`src/rtl/lab3_keypad_scan_pkg.sv`:
```
// Shared types and constants for the 4x4 keypad scanner and its code decoder.
package lab3_pkg;

    typedef enum logic [1:0] {
        SCAN     = 2'd0,
        DEBOUNCE = 2'd1,
        HOLD     = 2'd2,
        RELEASE  = 2'd3
    } state_t;

    // Key codes indexed [row][col]. The first entry is row 0, col 0.
    localparam logic [0:3][0:3][3:0] KEY_LUT = {
        4'h1, 4'h2, 4'h3, 4'hA,
        4'h4, 4'h5, 4'h6, 4'hB,
        4'h7, 4'h8, 4'h9, 4'hC,
        4'hE, 4'h0, 4'hF, 4'hD
    };

    // Returns the lowest-numbered row that reads low (active-low rows).
    function automatic logic [1:0] low_row(input logic [3:0] rows);
        logic [1:0] idx;
        if (!rows[0])      idx = 2'd0;
        else if (!rows[1]) idx = 2'd1;
        else if (!rows[2]) idx = 2'd2;
        else               idx = 2'd3;
        return idx;
    endfunction

endpackage

```
`src/rtl/lab3_keypad_decode.sv`:
```
// Combinational (row, col) to hex key code lookup. The display block also
// uses this decoder to generate test patterns.
module lab3_keypad_decode
    import lab3_pkg::*;
(
    input  logic [1:0] i_row_idx,
    input  logic [1:0] i_col_idx,
    output logic [3:0] o_code
);

    assign o_code = KEY_LUT[i_row_idx][i_col_idx];

endmodule

```
`src/rtl/lab3_keypad_scan.sv`:
```
// 4x4 keypad column scanner with press/release debounce.
// Optional macro KEYPAD_REPEAT_EN: while a key is held, key_valid re-pulses
// every REPEAT_CYCLES cycles.
//
// state    | meaning
// ---------+------------------------------------------------------------
// SCAN     | drive one column per dwell period, sample rows at its end
// DEBOUNCE | row seen low; wait for DEBOUNCE_CYCLES of stable low
// HOLD     | key accepted; column frozen until the row goes high
// RELEASE  | row seen high; wait for DEBOUNCE_CYCLES of stable high
module lab3_keypad_scan #(
    parameter int SCAN_DIV        = 4096,
    parameter int DEBOUNCE_CYCLES = 20000
`ifdef KEYPAD_REPEAT_EN
    ,
    parameter int REPEAT_CYCLES   = 2000000
`endif
) (
    input  logic       int_osc,
    input  logic       reset,
    input  logic [3:0] rows_sync,
    output logic [3:0] cols,
    output logic [3:0] key,
    output logic       key_valid
);
    import lab3_pkg::*;

    localparam int DW = (SCAN_DIV > 1) ? $clog2(SCAN_DIV) : 1;
    localparam int CW = (DEBOUNCE_CYCLES > 1) ? $clog2(DEBOUNCE_CYCLES) : 1;
    localparam logic [DW-1:0] DWELL_LAST = DW'(SCAN_DIV - 1);
    localparam logic [CW-1:0] DEB_LAST   = CW'(DEBOUNCE_CYCLES - 1);

    state_t         r_state, w_state_nxt;
    logic [1:0]     r_col, w_col_nxt;
    logic [1:0]     r_row, w_row_nxt;
    logic [DW-1:0]  r_dwell, w_dwell_nxt;
    logic [CW-1:0]  r_cnt, w_cnt_nxt;
    logic [3:0]     r_key, w_key_nxt;
    logic           r_valid, w_valid_nxt;
    logic [3:0]     w_code;
    logic           w_row_low;

`ifdef KEYPAD_REPEAT_EN
    localparam int RW = (REPEAT_CYCLES > 1) ? $clog2(REPEAT_CYCLES) : 1;
    localparam logic [RW-1:0] REP_LAST = RW'(REPEAT_CYCLES - 1);
    logic [RW-1:0]  r_rep, w_rep_nxt;
`endif

    lab3_keypad_decode u_decode (
        .i_row_idx (r_row),
        .i_col_idx (r_col),
        .o_code    (w_code)
    );

    assign w_row_low = ~rows_sync[r_row];
    assign cols      = ~(4'b0001 << r_col);
    assign key       = r_key;
    assign key_valid = r_valid;

    // State and datapath registers; reset parks the scanner on column 0.
    always_ff @(posedge int_osc or negedge reset) begin
        if (!reset) begin
            r_state <= SCAN;
            r_col   <= 2'd0;
            r_row   <= 2'd0;
            r_dwell <= '0;
            r_cnt   <= '0;
            r_key   <= 4'h0;
            r_valid <= 1'b0;
`ifdef KEYPAD_REPEAT_EN
            r_rep   <= '0;
`endif
        end else begin
            r_state <= w_state_nxt;
            r_col   <= w_col_nxt;
            r_row   <= w_row_nxt;
            r_dwell <= w_dwell_nxt;
            r_cnt   <= w_cnt_nxt;
            r_key   <= w_key_nxt;
            r_valid <= w_valid_nxt;
`ifdef KEYPAD_REPEAT_EN
            r_rep   <= w_rep_nxt;
`endif
        end
    end

    // Next-state and counter logic; the strobe defaults low so it lasts one cycle.
    always_comb begin
        w_state_nxt = r_state;
        w_col_nxt   = r_col;
        w_row_nxt   = r_row;
        w_dwell_nxt = r_dwell;
        w_cnt_nxt   = r_cnt;
        w_key_nxt   = r_key;
        w_valid_nxt = 1'b0;
`ifdef KEYPAD_REPEAT_EN
        // Cleared everywhere except while counting inside HOLD.
        w_rep_nxt   = '0;
`endif
        case (r_state)
            SCAN: begin
                if (r_dwell == DWELL_LAST) begin
                    w_dwell_nxt = '0;
                    if (rows_sync == 4'hF) begin
                        w_col_nxt = r_col + 2'd1;
                    end else begin
                        w_row_nxt   = low_row(rows_sync);
                        w_cnt_nxt   = '0;
                        w_state_nxt = DEBOUNCE;
                    end
                end else begin
                    w_dwell_nxt = r_dwell + 1'b1;
                end
            end
            DEBOUNCE: begin
                if (w_row_low) begin
                    if (r_cnt == DEB_LAST) begin
                        w_key_nxt   = w_code;
                        w_valid_nxt = 1'b1;
                        w_cnt_nxt   = '0;
                        w_state_nxt = HOLD;
                    end else begin
                        w_cnt_nxt = r_cnt + 1'b1;
                    end
                end else begin
                    w_col_nxt   = r_col + 2'd1;
                    w_dwell_nxt = '0;
                    w_state_nxt = SCAN;
                end
            end
            HOLD: begin
                if (!w_row_low) begin
                    w_cnt_nxt   = '0;
                    w_state_nxt = RELEASE;
                end
`ifdef KEYPAD_REPEAT_EN
                else if (r_rep == REP_LAST) begin
                    w_valid_nxt = 1'b1;
                end else begin
                    w_rep_nxt = r_rep + 1'b1;
                end
`endif
            end
            RELEASE: begin
                if (!w_row_low) begin
                    if (r_cnt == DEB_LAST) begin
                        w_cnt_nxt   = '0;
                        w_col_nxt   = r_col + 2'd1;
                        w_dwell_nxt = '0;
                        w_state_nxt = SCAN;
                    end else begin
                        w_cnt_nxt = r_cnt + 1'b1;
                    end
                end else begin
                    w_state_nxt = HOLD;
                end
            end
            default: w_state_nxt = SCAN;
        endcase
    end

endmodule
```
`config.mk`:
```
export PLATFORM = sky130hd
export DESIGN_NAME = lab3_keypad_scan
export DESIGN_NICKNAME = d
export VERILOG_FILES = /design/src/rtl/lab3_keypad_scan_pkg.sv /design/src/rtl/lab3_keypad_decode.sv /design/src/rtl/lab3_keypad_scan.sv
export SDC_FILE = /design/constraint.sdc
export NUM_CORES = 1
export LEC_CHECK = 0
export BUFFER_PORTS_ARGS = -buffer_cell sky130_fd_sc_hd__buf_2
export CORE_MARGIN = 2
export CORE_UTILIZATION = 47
export CTS_CLUSTER_DIAMETER = 120
export CTS_CLUSTER_SIZE = 40
export DETAILED_ROUTE_END_ITERATION = 7
export GPL_TIMING_DRIVEN = 0
export PLACE_DENSITY = 0.68
export SLEW_MARGIN = 30
export SYNTH_ARGS = -nofsm -noshare
export SYNTH_HDL_FRONTEND = slang
export SYNTH_SLANG_ARGS = --single-unit
```
`constraint.sdc`:
```
create_clock -name int_osc -period 2.04 [get_ports int_osc]
set_input_delay 0.408 -clock int_osc [delete_from_list [all_inputs] [get_ports int_osc]]
set_output_delay 0.408 -clock int_osc [all_outputs]
set_load 0.005 [all_outputs]
```
---- Word-level counts from Yosys, hierarchy flattened ----
Cells that the tools add are included.
storage, ports and cells
  register bits after elaboration ......... 38
  output and inout bits ................... 9
  logic and storage cells ................. 83
  input bits .............................. 6
cells by class
  add/sub/neg operators ................... 3
  bitwise gates (word level) .............. 5
  equality and inequality tests ........... 16
  shifts and indexed selects .............. 1
  magnitude comparators ................... 3
  reductions and logical operators ........ 8
  multiplexer cells ....................... 40
operator list
  operator                                                   number
  2-to-1 mux 15 bit                                          6
  case mux 15 bit (4 select lines)                           1
  2-to-1 mux 12 bit                                          4
  case mux 12 bit (3 select lines)                           1
  binary-select mux 16 bit (select 2 bit)                    1
  2-to-1 mux 16 bit                                          2
  2-to-1 mux 2 bit                                           14
  inequality test 2 bit (second input constant)              8
  adder 15 x 1 -> 15 bit (second input constant)             1
  equality test 15 bit (second input constant)               1
  adder 12 x 1 -> 12 bit (second input constant)             1
  equality test 12 bit (second input constant)               1
  AND reduction 5 bit                                        2
  binary-select mux 4 bit (select 2 bit)                     1
  2-to-1 mux 4 bit                                           2
  case mux 2 bit (4 select lines)                            1
  greater-or-equal comparator 3 bit (second input constant)  2
  inequality test 3 bit (second input constant)              2
  inverter 2 -> 3 bit                                        2
  case mux 2 bit (3 select lines)                            1
  AND reduction 3 bit                                        2
  AND reduction 6 bit                                        1
  2-to-1 mux 1 bit                                           5
  equality test 2 bit (second input constant)                2
  11 further kinds                                           12

---- Longest topological paths before layout ----
  depth in word-level cells ............... 7
  mapped depth ............................ 7
  mapped depth without buffers ............ 6

---- By module ----
A second synthesis with hierarchy kept.
second synthesis, totals
  cell total of the unflattened synthesis .. 245
  area, all modules ....................... 2205.9 um2
modules (own cells, without submodules)
  module              area an instance (um2)  times used  sequential area each (um2)  cells each
  lab3_keypad_scan    2122.0                  1           950.9                       229
  lab3_keypad_decode  83.8                    1           0.0                         16

---- Worst setup path after synthesis ----
OpenSTA, ideal clock, no wires.
  path type ............................... reg2reg
  start ................................... reg r_cnt[0]
  end ..................................... reg r_key[0] (netlist: key[0])
  cell stages (with the launch flop) ...... 6
  arrival ................................. 2.082 ns
  path buffers ............................ 0
  setup time .............................. 0.125 ns
  data required time ...................... 1.915 ns
  setup slack ............................. -0.167 ns
  period minus slack after synthesis ...... 2.207 ns
  path through ............................ dfrtp_1 -> ha_1 -> nand4_1 -> or4_4 -> nor4_4 -> mux2_2
between the ends
  longest elaborated chain between the ends .. 2
RTL lines
  element                        RTL line                 source
  start: declaration             lab3_keypad_scan.sv:37   logic [CW-1:0] r_cnt, w_cnt_nxt;
  start signal: assignment       lab3_keypad_scan.sv:78   r_cnt <= w_cnt_nxt;
  equality test 15 bit           lab3_keypad_scan.sv:117  if (r_cnt == DEB_LAST) begin
  AND reduction 3 bit (no line)  -
  end signal: assignment         lab3_keypad_scan.sv:79   r_key <= w_key_nxt;
  end: declaration               lab3_keypad_scan.sv:38   logic [3:0] r_key, w_key_nxt;
No other way between the ends.
A chain may end at the register's enable or synchronous reset.

---- Final worst setup path ----
  start ................................... reg r_cnt[1]
  end ..................................... reg r_cnt[13]
between the ends
  longest elaborated chain between the ends .. 4
  elaborated cells on any way between the ends .. 6
  classes of those cells .................. add/sub (1); eq/ne (1); mux (4)
RTL lines
  element                                                         RTL line                                          source
  adder 15 x 1 -> 15 bit or equality test 15 bit (tied branches)  -
  2-to-1 mux 15 bit (*)                                           lab3_keypad_scan.sv:117, lab3_keypad_scan.sv:146
  2-to-1 mux 15 bit, on equally long branches                     lab3_keypad_scan.sv:145, lab3_keypad_scan.sv:116
  case mux 15 bit (4 select lines) (*)                            lab3_keypad_scan.sv:100                           case (r_state)
Mark *: on every way between the ends. The rest lies on a longest branch, timed or not. The select of a mux whose other input is x is not followed.

==> flow_metrics.env <==
export IMPL_avgSynthCellArea_um2=8.72
export IMPL_maxCapViolations=0
export IMPL_final_nets=314
export IMPL_start_util_pct=49.9
export IMPL_max_freq_ghz=0.452
export IMPL_finalHoldViolCount=0
export IMPL_drive_gt1_share_pct=32.8
export IMPL_ff2ff_setup_slack_ns=-0.17
export IMPL_antenna_left=0
export IMPL_io_buffer_count=14
export IMPL_final_util_pct=66.1
export IMPL_diodes=0
export IMPL_path_clk_slew_ns=0.07
export IMPL_cellPowerDensity_nw_per_um2=692
export IMPL_endpoint="r_cnt[13]"
export IMPL_first_iter_violations=121
export IMPL_dp_cells=320
export IMPL_synth_edf_count=0
export IMPL_cp_required_ns=2.26
export IMPL_drt_pass1_iterations=4
export IMPL_drt_wl_total_um=5600
export IMPL_mostFrequentLayoutCells="36 x dfrtp_1, 26 x buf_4, 24 x nand2_1, 19 x nor2_1, 18 x inv_1"
export IMPL_hpwl_um=3300
export IMPL_drc_errors=0
export IMPL_synth_seq_cells=38
export IMPL_synth_cell_types=44
export IMPL_postLayoutCellArea_um2=2940
export IMPL_overflow=0
export IMPL_gp_congestion=0.798
export IMPL_async_flop_share_pct=100
export IMPL_cts_tree="yes"
export IMPL_period_minus_slack_ns=2.21
export IMPL_dieArea_um2=5280
export IMPL_vias_per_cell=5.91
export IMPL_cts_buffer_depth=2
export IMPL_grt_pass1_wl_um=9460
export IMPL_hold_class="primary input to asynchronous set/reset pin"
export IMPL_netlist_area_um2=2220
export IMPL_reg2reg_to="r_cnt[13]"
export IMPL_final_setup_viol_count=23
export IMPL_crit_fanout=5
export IMPL_die_w_um=72.7
export IMPL_synth_top_flop_cell="dfrtp_1"
export IMPL_status="finished with violations"
export IMPL_num_rows=24
export IMPL_maxSlewHeadroom_pct=65.1
export IMPL_ctsHoldBuffers=0
export IMPL_placed_cell_area_um2=2360
export IMPL_yosysWarnings=0
export IMPL_worst_slew_pin_transition_ns=0.523
export IMPL_cts_buffers=5
export IMPL_start_kind="register"
export IMPL_syn_nets=266
export IMPL_worstSkewPairLatency_ns=0.29
export IMPL_power_leakage_nw=1.29
export IMPL_design_portCount=15
export IMPL_cts_root_buf="clkbuf_8"
export IMPL_fin_cells=354
export IMPL_drv_slew=0
export IMPL_pre_cts_ws_ns=-0.362
export IMPL_die_height_um=72.7
export IMPL_yosysSeqAreaShare_pct=42.9
export IMPL_critPathLaunch="r_cnt[1]"
export IMPL_cts_sinks=38
export IMPL_grt_max_degree=39
export IMPL_vias=2093
export IMPL_rsz0062_at_grt="true"
export IMPL_path_class="register to register"
export IMPL_mostFrequentLayoutCell="dfrtp_1"
export IMPL_area_growth_pct=32.6
export IMPL_setup_slack_ns=-0.173
export IMPL_wl_per_cell_um=15.8
export IMPL_end_kind="register"
export IMPL_postSynthCellCount=254
export IMPL_fin_crit_sh_pct=108
export IMPL_setup_tns_ns=-1.77
export IMPL_grt_pass1_vias=1988
export IMPL_core_area_um2=4440
export IMPL_globalRouteTotalUtil_pct=22.8
export IMPL_h_tree_depth=2
export IMPL_arrival_ns=2.43
export IMPL_violations="setup timing"
export IMPL_antenna_found_initial=0
export IMPL_ir_drop_mv=0.333
export IMPL_skew_ns=0.00792
export IMPL_reg2reg_depth=10
export IMPL_r2r_start="r_cnt[1]"
==> where the power goes <==
part	total [mW]	internal (mW)	switching (mW)
logic	0.550	0.268	0.283
registers	0.989	0.847	0.142
clock network	0.492	0.236	0.257
total	2.03	1.35	0.682
==> registers in the layout, indices dropped and copies added (netlist names), named ones only <==
| signal | cells |
|---|---|
| r_cnt | 15 |
| r_dwell | 12 |
| key | 4 |
| r_col | 2 |
| r_row | 2 |
| key_valid | 1 |
| r_state | 1 |
==> critical path, cell delays in order, from the launching register on <==
cell       delay (ns)
dfrtp_1          0.43
ha_4             0.19
nand4_1          0.09
buf_4            0.14
nor4_4           0.05
buf_4            0.16
buf_6            0.10
or3_4            0.41
clkbuf_16        0.18
or3_1            0.30
o21ai_1          0.08
==> what timing repair did <==
| item | CTS | global route |
|---|---|---|
| pin swaps | 11 | 10 |
| setup buffers | 20 | 9 |
| gates cloned | 2 | 0 |
| endpoints found under the setup margin | 35 | 33 |
| gates resized for setup | 50 | 25 |
==> area by class of cell <==
class	instances	area, um2
Fill cell	366	1510
Multi-Input combinational cell	187	1380
Sequential cell	38	953
Timing Repair Buffer	45	332
Clock buffer	7	76.3
Inverter	18	67.6
Buffer	7	65.1
Tap cell	52	65.1
==> layer usage <==
| layer | GRT usage, % | vias to the layer above | part of all wire, % |
|---|---|---|---|
| met5 | 0 | - | 0 |
| met4 | 7.41 | 0 | 1.7 |
| met3 | 4.28 | 11 | 4.0 |
| met2 | 36.3 | 58 | 49 |
| met1 | 31.5 | 1009 | 45 |
| li1 | - | 1015 | - |
==> synth_stat cells (all sizes together), types with 5 or more instances <==
master | count | area share [%]
dfrtp | 38 | 43
o21ai | 30 | 6.8
nand2 | 24 | 4.1
nor2 | 20 | 3.4
inv | 18 | 3.0
nor3 | 16 | 3.6
a21oi | 13 | 2.9
nand3 | 12 | 2.7
clkbuf | 8 | 1.4
ha | 6 | 3.4
or3 | 6 | 1.7
mux2 | 5 | 2.5
==> cells by family (layout without fill, tap and decap cells) <==
kind of cell | count (synthesis) | count (layout) | share of synthesized area (%)
AO/OA/AOI/OAI | 65 | 65 | 17.5
XOR/XNOR | 4 | 4 | 1.58
adder cells (fa/ha/maj) | 6 | 6 | 3.39
buffers and inverters | 29 | 77 | 5.19
flip-flops | 38 | 38 | 42.9
multiplexers | 9 | 9 | 4.91
AND/OR/NAND/NOR | 103 | 103 | 24.5
==> per-stage QoR <==
step                hold slack (ns)  power, mW
CTS                           0.255       1.98
floorplan                     0.112       1.27
global placement              0.469       1.41
finish                       0.0707       2.03
global route                  0.123       2.18
detailed placement            0.483       1.42
==> worst min path at each step <==
stage                     start                    endpoint  slack, ns  cells after the start
floorplan                 reset  asynchronous set/reset pin       0.11                      0
global placement         key[1]                      key[1]       0.47                      1
detailed placement  r_dwell[11]                 r_dwell[11]       0.48                      1
CTS                       reset                    r_row[1]       0.26                      1
global route              reset                    r_cnt[7]       0.12                      1
finish                    reset                    r_cnt[5]       0.07                      1
No activity file was read; power rests on OpenSTA's default activity.
